==> config.mk <==
export PLATFORM = sky130hd
export DESIGN_NAME = ifu_pc_ctrl
export DESIGN_NICKNAME = d
export VERILOG_FILES = /design/src/rtl/ifu_pc_ctrl.sv
export SDC_FILE = /design/constraint.sdc
export NUM_CORES = 1
export LEC_CHECK = 0
export CORE_MARGIN = 2
export CORE_UTILIZATION = 43
export CTS_CLUSTER_DIAMETER = 200
export DETAILED_ROUTE_END_ITERATION = 10
export PLACE_DENSITY = 0.81
export SKIP_CTS_REPAIR_TIMING = 1
export SLEW_MARGIN = 30
export SYNTH_ARGS = -nofsm -noshare
export SYNTH_HDL_FRONTEND = slang
export SYNTH_SLANG_ARGS = --single-unit
export TNS_END_PERCENT = 20
==> constraint.sdc <==
create_clock -name clk -period 4.65 [get_ports clk]
set_clock_uncertainty 0.15 [all_clocks]
set_input_delay 0.93 -clock clk [delete_from_list [all_inputs] [get_ports clk]]
set_output_delay 0.93 -clock clk [all_outputs]
set_load 0.01 [all_outputs]
==> src/rtl/ifu_pc_ctrl.sv <==
// ifu_pc_ctrl: instruction-fetch PC controller for the text ROM.
// Holds the PC and selects the next PC from four sources: sequential,
// conditional branch, J/JAL or JR. It also applies stall and traps
// illegal fetch addresses.
//
// Optional macro IFU_DELAY_SLOT_EN: MIPS branch-delay-slot semantics.
// A redirect is parked in a pending register and takes effect one issued
// instruction later.
//
// Ports:
//   clk, reset   - clock; synchronous active-high reset
//   stall        - hold PC, counter and pending redirect; redirects ignored
//   br_taken     - branch taken;  br_offset = signed word offset
//   j_en         - J/JAL;         j_index   = 26-bit index field
//   jr_en        - JR;            jr_target = register target
//   ins_in       - ROM word at pc
//   pc           - fetch address to the ROM
//   ins_out      - ins_in when fetch_valid, else NOP (0)
//   fetch_valid  - instruction at pc issued this cycle
//   fault        - sticky illegal-fetch flag
//   fault_addr   - illegal next-PC value that caused the fault
//   fetch_cnt    - number of issued instructions
module ifu_pc_ctrl #(
    parameter logic [31:0] TEXT_BASE  = 32'h0000_3000,
    parameter int unsigned TEXT_WORDS = 4096
) (
    input  logic        clk,
    input  logic        reset,
    input  logic        stall,
    input  logic        br_taken,
    input  logic [15:0] br_offset,
    input  logic        j_en,
    input  logic [25:0] j_index,
    input  logic        jr_en,
    input  logic [31:0] jr_target,
    input  logic [31:0] ins_in,
    output logic [31:0] pc,
    output logic [31:0] ins_out,
    output logic        fetch_valid,
    output logic        fault,
    output logic [31:0] fault_addr,
    output logic [31:0] fetch_cnt
);

    localparam logic [31:0] TEXT_LAST = TEXT_BASE + 32'(4 * (TEXT_WORDS - 1));

    typedef enum logic {
        RUN   = 1'b0,
        FAULT = 1'b1
    } state_t;

    state_t      state;
    logic [31:0] seq_pc;
    logic [31:0] redirect_target;
    logic        redirect;
    logic [31:0] next_pc;
    logic        illegal;

`ifdef IFU_DELAY_SLOT_EN
    logic        pend_valid;
    logic [31:0] pend_target;
`endif

    // Redirect target selection; jr_en > j_en > br_taken.
    always_comb begin
        seq_pc          = pc + 32'd4;
        redirect        = jr_en | j_en | br_taken;
        redirect_target = seq_pc;
        if (jr_en) begin
            redirect_target = jr_target;
        end else if (j_en) begin
            redirect_target = {seq_pc[31:28], j_index, 2'b00};
        end else if (br_taken) begin
            redirect_target = seq_pc + {{14{br_offset[15]}}, br_offset, 2'b00};
        end
    end

`ifdef IFU_DELAY_SLOT_EN
    // Delay slot issues next; a parked target is taken when the slot issues.
    always_comb begin
        next_pc = pend_valid ? pend_target : seq_pc;
    end
`else
    always_comb begin
        next_pc = redirect ? redirect_target : seq_pc;
    end
`endif

    always_comb begin
        illegal = (next_pc[1:0] != 2'b00) || (next_pc < TEXT_BASE) || (next_pc > TEXT_LAST);
    end

    assign fetch_valid = (state == RUN) && !stall;
    assign ins_out     = fetch_valid ? ins_in : 32'h0;

    // PC / fault FSM; FAULT freezes everything until reset.
    always_ff @(posedge clk) begin
        if (reset) begin
            state       <= RUN;
            pc          <= TEXT_BASE;
            fault       <= 1'b0;
            fault_addr  <= 32'h0;
            fetch_cnt   <= 32'h0;
`ifdef IFU_DELAY_SLOT_EN
            pend_valid  <= 1'b0;
            pend_target <= 32'h0;
`endif
        end else if (state == RUN && !stall) begin
            fetch_cnt <= fetch_cnt + 32'd1;
            if (illegal) begin
                state      <= FAULT;
                fault      <= 1'b1;
                fault_addr <= next_pc;
            end else begin
                pc <= next_pc;
`ifdef IFU_DELAY_SLOT_EN
                // Redirects seen while the delay slot issues are dropped.
                if (pend_valid) begin
                    pend_valid <= 1'b0;
                end else if (redirect) begin
                    pend_valid  <= 1'b1;
                    pend_target <= redirect_target;
                end
`endif
            end
        end
    end

endmodule

; Word level (Yosys, flattened, before mapping)
; Index checks and enable logic that the tools add are counted.
[classes]
add_sub_neg = 3
reduce_logical = 7
order_cmp = 2
n_bitwise = 4
n_mux = 5
[ops]
columns = op, n
row1 = $mux W32, 5
row2 = $add A32 B1 Y32 const B, 1
row3 = $add A32 B3 Y32 const B, 1
row4 = $add A32 B32 Y32, 1
row5 = $gt A32 B15 Y1 const B, 1
row6 = $lt A32 B14 Y1 const B, 1
row7 = $reduce_and A2 Y1, 2
row8 = $logic_or A1 B1 Y1, 2
row9 = $not A1 Y1, 2
row10 = $or A1 B1 Y1, 2
row11 = $reduce_bool A2 Y1, 1
row12 = $logic_and A1 B1 Y1, 1
row13 = $logic_not A1 Y1, 1
[totals]
output_inout_bits = 130
word_cells = 25
register_bits = 97
input_bits = 112

; Logic depth before layout (Yosys ltp)
; Gate-level depths: netlist (run 1).
[depth]
depth_word = 11
depth_mapped = 20
depth_no_buf = 17

; Worst setup path before layout (run 1)
; Ideal clock, no wire load.
[synth_path]
kind = register -> register
from = register pc[2]
to = register fault_addr[13]
setup_time_ps = 121
synth_period_minus_slack_ps = 5019
t_required_ps = 4379
arrival_time_ps = 4748
setup_slack_ps = -369
n_path_buf = 2
stages_incl_launch_ff = 20
path_cell_list = dfxtp_1 ha_1 nand4_1 or4_1 buf_2 nor2_1 nand2_1 xnor2_1 ha_1 a211o_1 a21oi_1 o31ai_1 a21o_1 or3_1 a31oi_1 o31ai_1 a2111o_1 o31a_1 buf_6 mux2_4
[synth_between]
elab_chain_cells = 10
word_cells_on_any_way = 11
classes_between = 2 x add/sub / 2 x order compare / 4 x mux / 3 x reduce/logical
[synth_rtl]
columns = item, line
row1 = from (decl), 37  ; output logic [31:0] pc,
row2 = from (signal assigned), 115  ; pc <= next_pc;
row3 = $add A32 B3 Y32 (*), 66  ; seq_pc = pc + 32'd4;
row4 = $add A32 B32 Y32, 74  ; redirect_target = seq_pc + {{14{br_offset[15]}}, br_offset, 2'b00};
row5 = $mux W32, 73  ; end else if (br_taken) begin
row6 = $mux W32, 71  ; end else if (j_en) begin
row7 = $mux W32, 69  ; if (jr_en) begin
row8 = $mux W32 (*), 85  ; next_pc = redirect ? redirect_target : seq_pc;
row9 = $lt A32 B14 Y1, 90  ; illegal = (next_pc[1:0] != 2'b00) || (next_pc < TEXT_BASE) || (next_pc > TEXT_LAST);
row10 = $logic_or A1 B1 Y1 (2 in a row), 90
row11 = $reduce_and A2 Y1 (no source line), -
row12 = to (signal assigned), 113  ; fault_addr <= next_pc;
row13 = to (decl), 41  ; output logic [31:0] fault_addr,
; Mark *: on every way between the ends. The rest lies on a longest branch, timed or not.
; A chain may end at the register's enable or synchronous reset.

; Worst setup path in the final report (run 1)
[layout_path]
from = register pc[10]
to = register pc[4]
[layout_between]
elab_chain_cells = 11
word_cells_on_any_way = 12
classes_between = 2 x add/sub / 2 x order compare / 4 x mux / 1 x bitwise / 3 x reduce/logical
[layout_rtl]
columns = item, line
row1 = $add A32 B3 Y32 (*), 66
row2 = $add A32 B32 Y32, 74
row3 = $mux W32, 73
row4 = $mux W32, 71
row5 = $mux W32, 69
row6 = $mux W32 (*), 85
row7 = $lt A32 B14 Y1, 90
row8 = $logic_or A1 B1 Y1, 90
row9 = $logic_or A1 B1 Y1 (*), 90
row10 = $not A1 Y1 (no source line) (*), -
row11 = $reduce_and A2 Y1 (no source line) (*), -
; Marks and branches as above.

==> metrics, run 1 <==
cell taking the most area after synthesis=dfxtp_1; RSZ-0062 raised after global routing=true; critical path's largest stage delay=0.57 ns; Worst VDD drop=between 200 and 250 µV; Slew Limit Fails=0; IO buf count=241; setup TNS=-11.54 ns; layout cells sized above 1=about 22%; Critical-path top delay cell=or4_1; H-tree levels=3; Crit Path Max Fanout=8; Yosys reg bits=97; Avg WL per Cell=18.8 µm; DRT Pass-1 Iters=6; HPWL Detailed=24.5 mm; largest net degree at the start of global routing=63; via count=8957; sw power=0.640 mW; Post-Syn Instances=between 900 and 1000; final setup vio count=62; max frequency=between 150 and 200 MHz; Max-slew headroom=between 40% and 50%; final wirelength=approximately 30 mm; Crit path buffers/inverters=5; Cell Area, Placed=around 0.011 mm²; Final Hold Viols=0; WP data required=around 4.8 ns; layout overhead on the synthesized area=63.7%; Final Worst Setup Slack=-0.376 ns; asr flop ratio synth=0%; PwrDens=approximately 180 mW/mm²; CTS tree=done; via/cell ratio=~5.5; Synth warnings=0; count of flip-flops with a built-in enable after synthesis=0; WP data arrival=~5.2 ns; worst skew pair latency=between 0.3 and 0.4 ns; design area=~0.012 mm²; Core Area=around 0.017 mm²; register area share after synthesis=a little over a quarter; Setup crit end kind=register; Max Root-Sink Buffers=2; Starting Density=44.2%; Post-Syn Area=roughly 0.0074 mm²; GRT Residual Overflow=0; Power Total=around 2.2 mW; Iter 0 DRT Violations=723; Die ar.=0.0182 mm²; Post-synth top flop=dfxtp_1; sw frac=between 20% and 30%; Crit path top cell by count=buf_4; Distinct cells, synth=between 70 and 80; cell leakage power=a little under 5 nW; max-cap viol count=0; first-pass GRT wire length=roughly 46 mm; fin nets=1543; initial antenna violation count=0; family with the most delay on the worst path=simple AND/OR/NAND/NOR gates; num rows=47; antenna-violating nets left=0; HP Class=reg -> reg; Final GP Congestion=around 1.1; Post-route DRC=0; Clk pwr share=between 30% and 40%; min Tclk post-route=a little over 5 ns; Die Ht=around 130 µm; most frequent cell after synthesis=nand2_1; GRT Total Usage=32.1%; Final period util=108%; pin slew with the least headroom to its limit=0.831 ns; # IOs=approximately 240; Fillers=1318; P_int=around 1.5 mW; most frequent cells after synthesis=129 x nand2_1, 109 x nor2_1, 97 x dfxtp_1; Setup crit start kind=register; kind of critical path=reg -> reg; post-synth top area share=a little over a quarter; DP Worst Slack=-0.450 ns; syn_nets=1123; CTS root buffer=clkbuf_16; combinational share of power=between 20% and 30%; CTS Buf Count=9; clk sinks=between 90 and 100; Synth area leaders=dfxtp_1 26%, nand2_1 6.6%, ha_1 5.6%; antenna cells=0; die width=between 100 and 150 µm; status=finished with violations; vias in the first global route=~8400; CP Cell Sequence=buf_4 -> and4_4 -> buf_4 -> nand4_1 -> buf_4 -> or4_1 -> xnor2_2 -> ha_4 -> a21o_1 -> a21oi_1 -> o31ai_2 -> a21o_1 -> or3_1 -> a31oi_1 -> o31ai_2 -> a2111o_1 -> buf_6 -> nor4_4 -> buf_6 -> mux2i_1; syn_area_per_cell=roughly 7.5 µm²; failing checks=negative setup slack; Clock transition at path regs=approximately 0.080 ns; Flop pwr share=39.7%
==> per-layer routing <==
| layer | track usage (%) | share of wire, % | vias up |
|---|---|---|---|
| li1 | - | - | 4309 |
| met1 | 44.5 | 43 | 4193 |
| met2 | 52.1 | 46 | 410 |
| met3 | 5.71 | 8.4 | 45 |
| met4 | 7.31 | 2.2 | 0 |
| met5 | 0 | 0 | - |
==> tightest hold or removal path: stages, from the launching register on <==
cell	delay, ns
dfxtp_1	0.31
inv_1	0.06
nor2_1	0.04
==> state kept, by name, indices dropped and copies added (netlist names) <==
signal,count
fault_addr,32
fetch_cnt,32
pc,32
state,1
==> cell families (layout without fill, tap and decap cells) <==
| kind of cell | after synthesis | after routing | share of synthesized area (%) |
|---|---|---|---|
| AND/OR/NAND/NOR | 434 | 434 | 28.9 |
| AO/OA/AOI/OAI | 213 | 213 | 19.2 |
| XOR/XNOR | 66 | 66 | 7.85 |
| buffers and inverters | 85 | 510 | 4.64 |
| flip-flops | 97 | 97 | 26.4 |
| multiplexers | 48 | 48 | 7.17 |
| adder cells (fa/ha/maj) | 34 | 34 | 5.88 |
==> path summary, 6_finish.rpt <==
path	start	to	depth (start not counted)	slack (ns)
worst max register to register	pc[10]	pc[4]	20	-0.38
worst min register to register	pc[1]	pc[1]	2	0.31
worst max-delay path	pc[10]	pc[4]	20	-0.38
worst min-delay path	pc[1]	pc[1]	2	0.31
==> layout by cell type, fill, tap and decap left out, types with 7 or more instances in the layout <==
cell type,Yosys,layout
a211oi_1,8,7
a21o_1,9,9
a21oi_1,48,43
and2_1,38,38
and3_1,10,10
buf_4,1,208
clkbuf_16,0,9
clkdlybuf4s50_1,0,239
dfxtp_1,97,92
ha_1,33,31
inv_1,38,38
mux2_4,9,9
mux2i_1,37,37
nand2_1,129,126
nand2b_1,8,8
nand3_1,34,32
nand4_1,22,22
nor2_1,109,107
nor2b_1,12,12
nor3_1,25,22
o211ai_1,14,14
o21a_1,12,12
o21ai_0,49,47
o22ai_1,8,7
or3_1,13,13
xnor2_1,39,32
xnor2_2,0,7
xor2_1,27,27
==> per-stage QoR <==
| step | hold slack [ns] | cells | util [%] |
|---|---|---|---|
| floorplan | 0.323 | 977 | - |
| global placement | 0.292 | 1595 | 69.0 |
| detailed placement | 0.300 | 1595 | 69.0 |
| finish | 0.308 | 1622 | 72.4 |
| global route | 0.324 | 1622 | 72.4 |
| CTS | 0.311 | 1611 | 70.7 |
==> area by class of cell <==
| type | count | area (µm²) | area share, % |
|---|---|---|---|
| clock inverters | 7 | 61.3 | 0.509 |
| flip-flops and latches | 97 | 1950 | 16.2 |
| well taps | 220 | 275 | 2.28 |
| multi-input cells | 795 | 5310 | 44.0 |
| inverters | 38 | 143 | 1.18 |
| repair buffers | 456 | 4090 | 33.9 |
| clock buffers | 9 | 225 | 1.87 |
==> power groups by stage <==
stage / clock (mW) / combinational, mW / sequential [mW]
4_1_cts: 0.738 / 0.560 / 0.862
3_3_place_gp: 0 / 0.551 / 0.881
2_1_floorplan: 0 / 0.229 / 0.889
3_5_place_dp: 0 / 0.556 / 0.881
6_report: 0.730 / 0.578 / 0.862
5_1_grt: 0.764 / 0.616 / 0.864
Power figures use the tool's default switching activity.
==> run 2, diff against run 1 <==
- HOLD_SLACK_MARGIN: not set -> 0.1
- PLACE_DENSITY: 0.81 -> 0.76
==> run 2 against run 1 <==
The run still ends with negative setup slack left. Maximum frequency about the same. First-iteration DRC count up 1.1%. Critical path depth down 1. Power up 0.50%. Critical endpoint is now fault_addr[4].
==> metrics, run 2 (synthesis gave the netlist of run 1 again) <==
Final GP Congestion=between 1 and 1.5; setup TNS=-18.39 ns; vias in the first global route=8444; worst skew pair latency=roughly 0.35 ns; Setup crit start kind=register; fin nets=around 1500; Final Worst Setup Slack=-0.375 ns; Post-route DRC=0; num rows=47; status=finished with violations; die width=135 µm; H-tree levels=3; Fillers=~1300; most frequent cells in the layout=239 x clkdlybuf4s50_1, 194 x buf_4, 128 x nand2_1; max frequency=about 200 MHz; Worst Setup EP=fault_addr[4]; WP data arrival=5.10 ns; Worst R2R Start=pc[10]; kind of critical path=reg -> reg; Final Hold Viols=0; DP Worst Slack=-0.413 ns; Die ar.=approximately 0.018 mm²; CTS Buf Count=9; critical path's largest stage delay=0.42 ns; post-layout util=approximately 72%; Iter 0 DRT Violations=about 730; cell leakage power=slightly below 5 nW; initial antenna violation count=0; Worst VDD drop=189 µV; DRT Pass-1 Iters=6; Reg2Reg Depth=19; # IOs=242; Setup crit end kind=register; reg2reg setup slack=-0.38 ns; final hold slack=a little over 0.3 ns; antenna cells=0; min Tclk post-route=~5 ns; crit path from=pc[10]; Power Total=approximately 2.2 mW; Avg WL per Cell=approximately 18 µm; max-cap viol count=0; failing checks=negative setup slack; Final period util=108%; HPWL Detailed=23.8 mm; Slew Limit Fails=0; layout cells sized above 1=about 22%; pin slew with the least headroom to its limit=approximately 0.77 ns; reg2reg end=fault_addr[4]; antenna-violating nets left=0; IO buf count=241; Clock transition at path regs=about 0.08 ns; Max Root-Sink Buffers=2; CP Cell Sequence=buf_4 -> and4_1 -> and4_4 -> nand3_1 -> xnor2_1 -> ha_1 -> nand4_1 -> nor2_2 -> a22oi_2 -> a31oi_4 -> o21ai_1 -> and4_1 -> o31ai_2 -> a2111o_1 -> buf_4 -> o31a_2 -> buf_12 -> buf_12 -> mux2i_2; final wirelength=just under 30 mm; Die Ht=approximately 130 µm; clk sinks=97; via/cell ratio=about 5.5; largest net degree at the start of global routing=63; PwrDens=182 mW/mm²; Max-slew headroom=about half; final setup vio count=65; biggest regs=fault_addr x32, fetch_cnt x32, pc x32; CTS root buffer=clkbuf_16; CTS tree=done; Core Area=between 0.015 and 0.02 mm²; RSZ-0062 raised after global routing=true; GRT Residual Overflow=0; Crit Path Max Fanout=18; Hold Crit Start=pc[0]; commonest non-fill, non-tap cell in the layout=clkdlybuf4s50_1; first-pass GRT wire length=44.4 mm; Starting Density=between 40 and 50%; GRT Total Usage=31.0%; Critical-path top delay cell=xnor2_1; WP data required=4.73 ns; via count=roughly 8900; layout overhead on the synthesized area=63.2%; HP Class=reg -> reg
==> run 2: final cells by class <==
cell class	instances	area [µm²]	share of cell area, %
multi-input cells	795	5380	44.7
repair buffers	442	3980	33.1
flip-flops and latches	97	1950	16.3
well taps	220	275	2.29
clock buffers	10	239	1.99
inverters	38	143	1.19
clock inverters	6	55.1	0.458
==> run 2: layer usage <==
| metal | track usage [%] | vias to the layer above | share of wire, % | wire, µm |
|---|---|---|---|---|
| li1 | - | 4280 | - | - |
| met1 | 42.2 | 4174 | 43 | 12500 |
| met5 | 0 | - | 0 | 0 |
| met4 | 9.59 | 0 | 2.9 | 833 |
| met3 | 6.16 | 60 | 7.8 | 2290 |
| met2 | 49.6 | 396 | 46 | 13500 |
==> run 2: how the worst min path moves through the flow <==
stage,to,slack [ns],cells after the start
3_3_place_gp,fault_addr[27],0.29,2
6_report,pc[0],0.31,2
4_1_cts,pc[0],0.31,2
5_1_grt,pc[0],0.33,2
2_1_floorplan,fault_addr[31],0.32,2
3_5_place_dp,pc[0],0.30,2
==> run 2: stage by stage <==
step           cell area [µm²]  instances
2_1_floorplan             7410        977
3_3_place_gp             11400       1585
3_5_place_dp             11400       1585
4_1_cts                  11700       1601
5_1_grt                  12000       1608
6_report                 12000       1608
==> run 2: critical path, delay by kind of cell (launching register included) <==
kind / cells / cell delay, ns
compound gates: 6 / 1.57
simple gates: 6 / 1.29
buf+inv: 4 / 0.59
xor+xnor: 1 / 0.42
fa+ha+maj: 1 / 0.38
flops: 1 / 0.35
mux: 1 / 0.14
==> run 2: report_power, final <==
group          internal [mW]  switching, mW  leakage (nW)
clock                  0.390          0.358         0.146
sequential             0.850         0.0130         0.789
combinational          0.304          0.266          3.90
total                   1.54          0.637          4.83
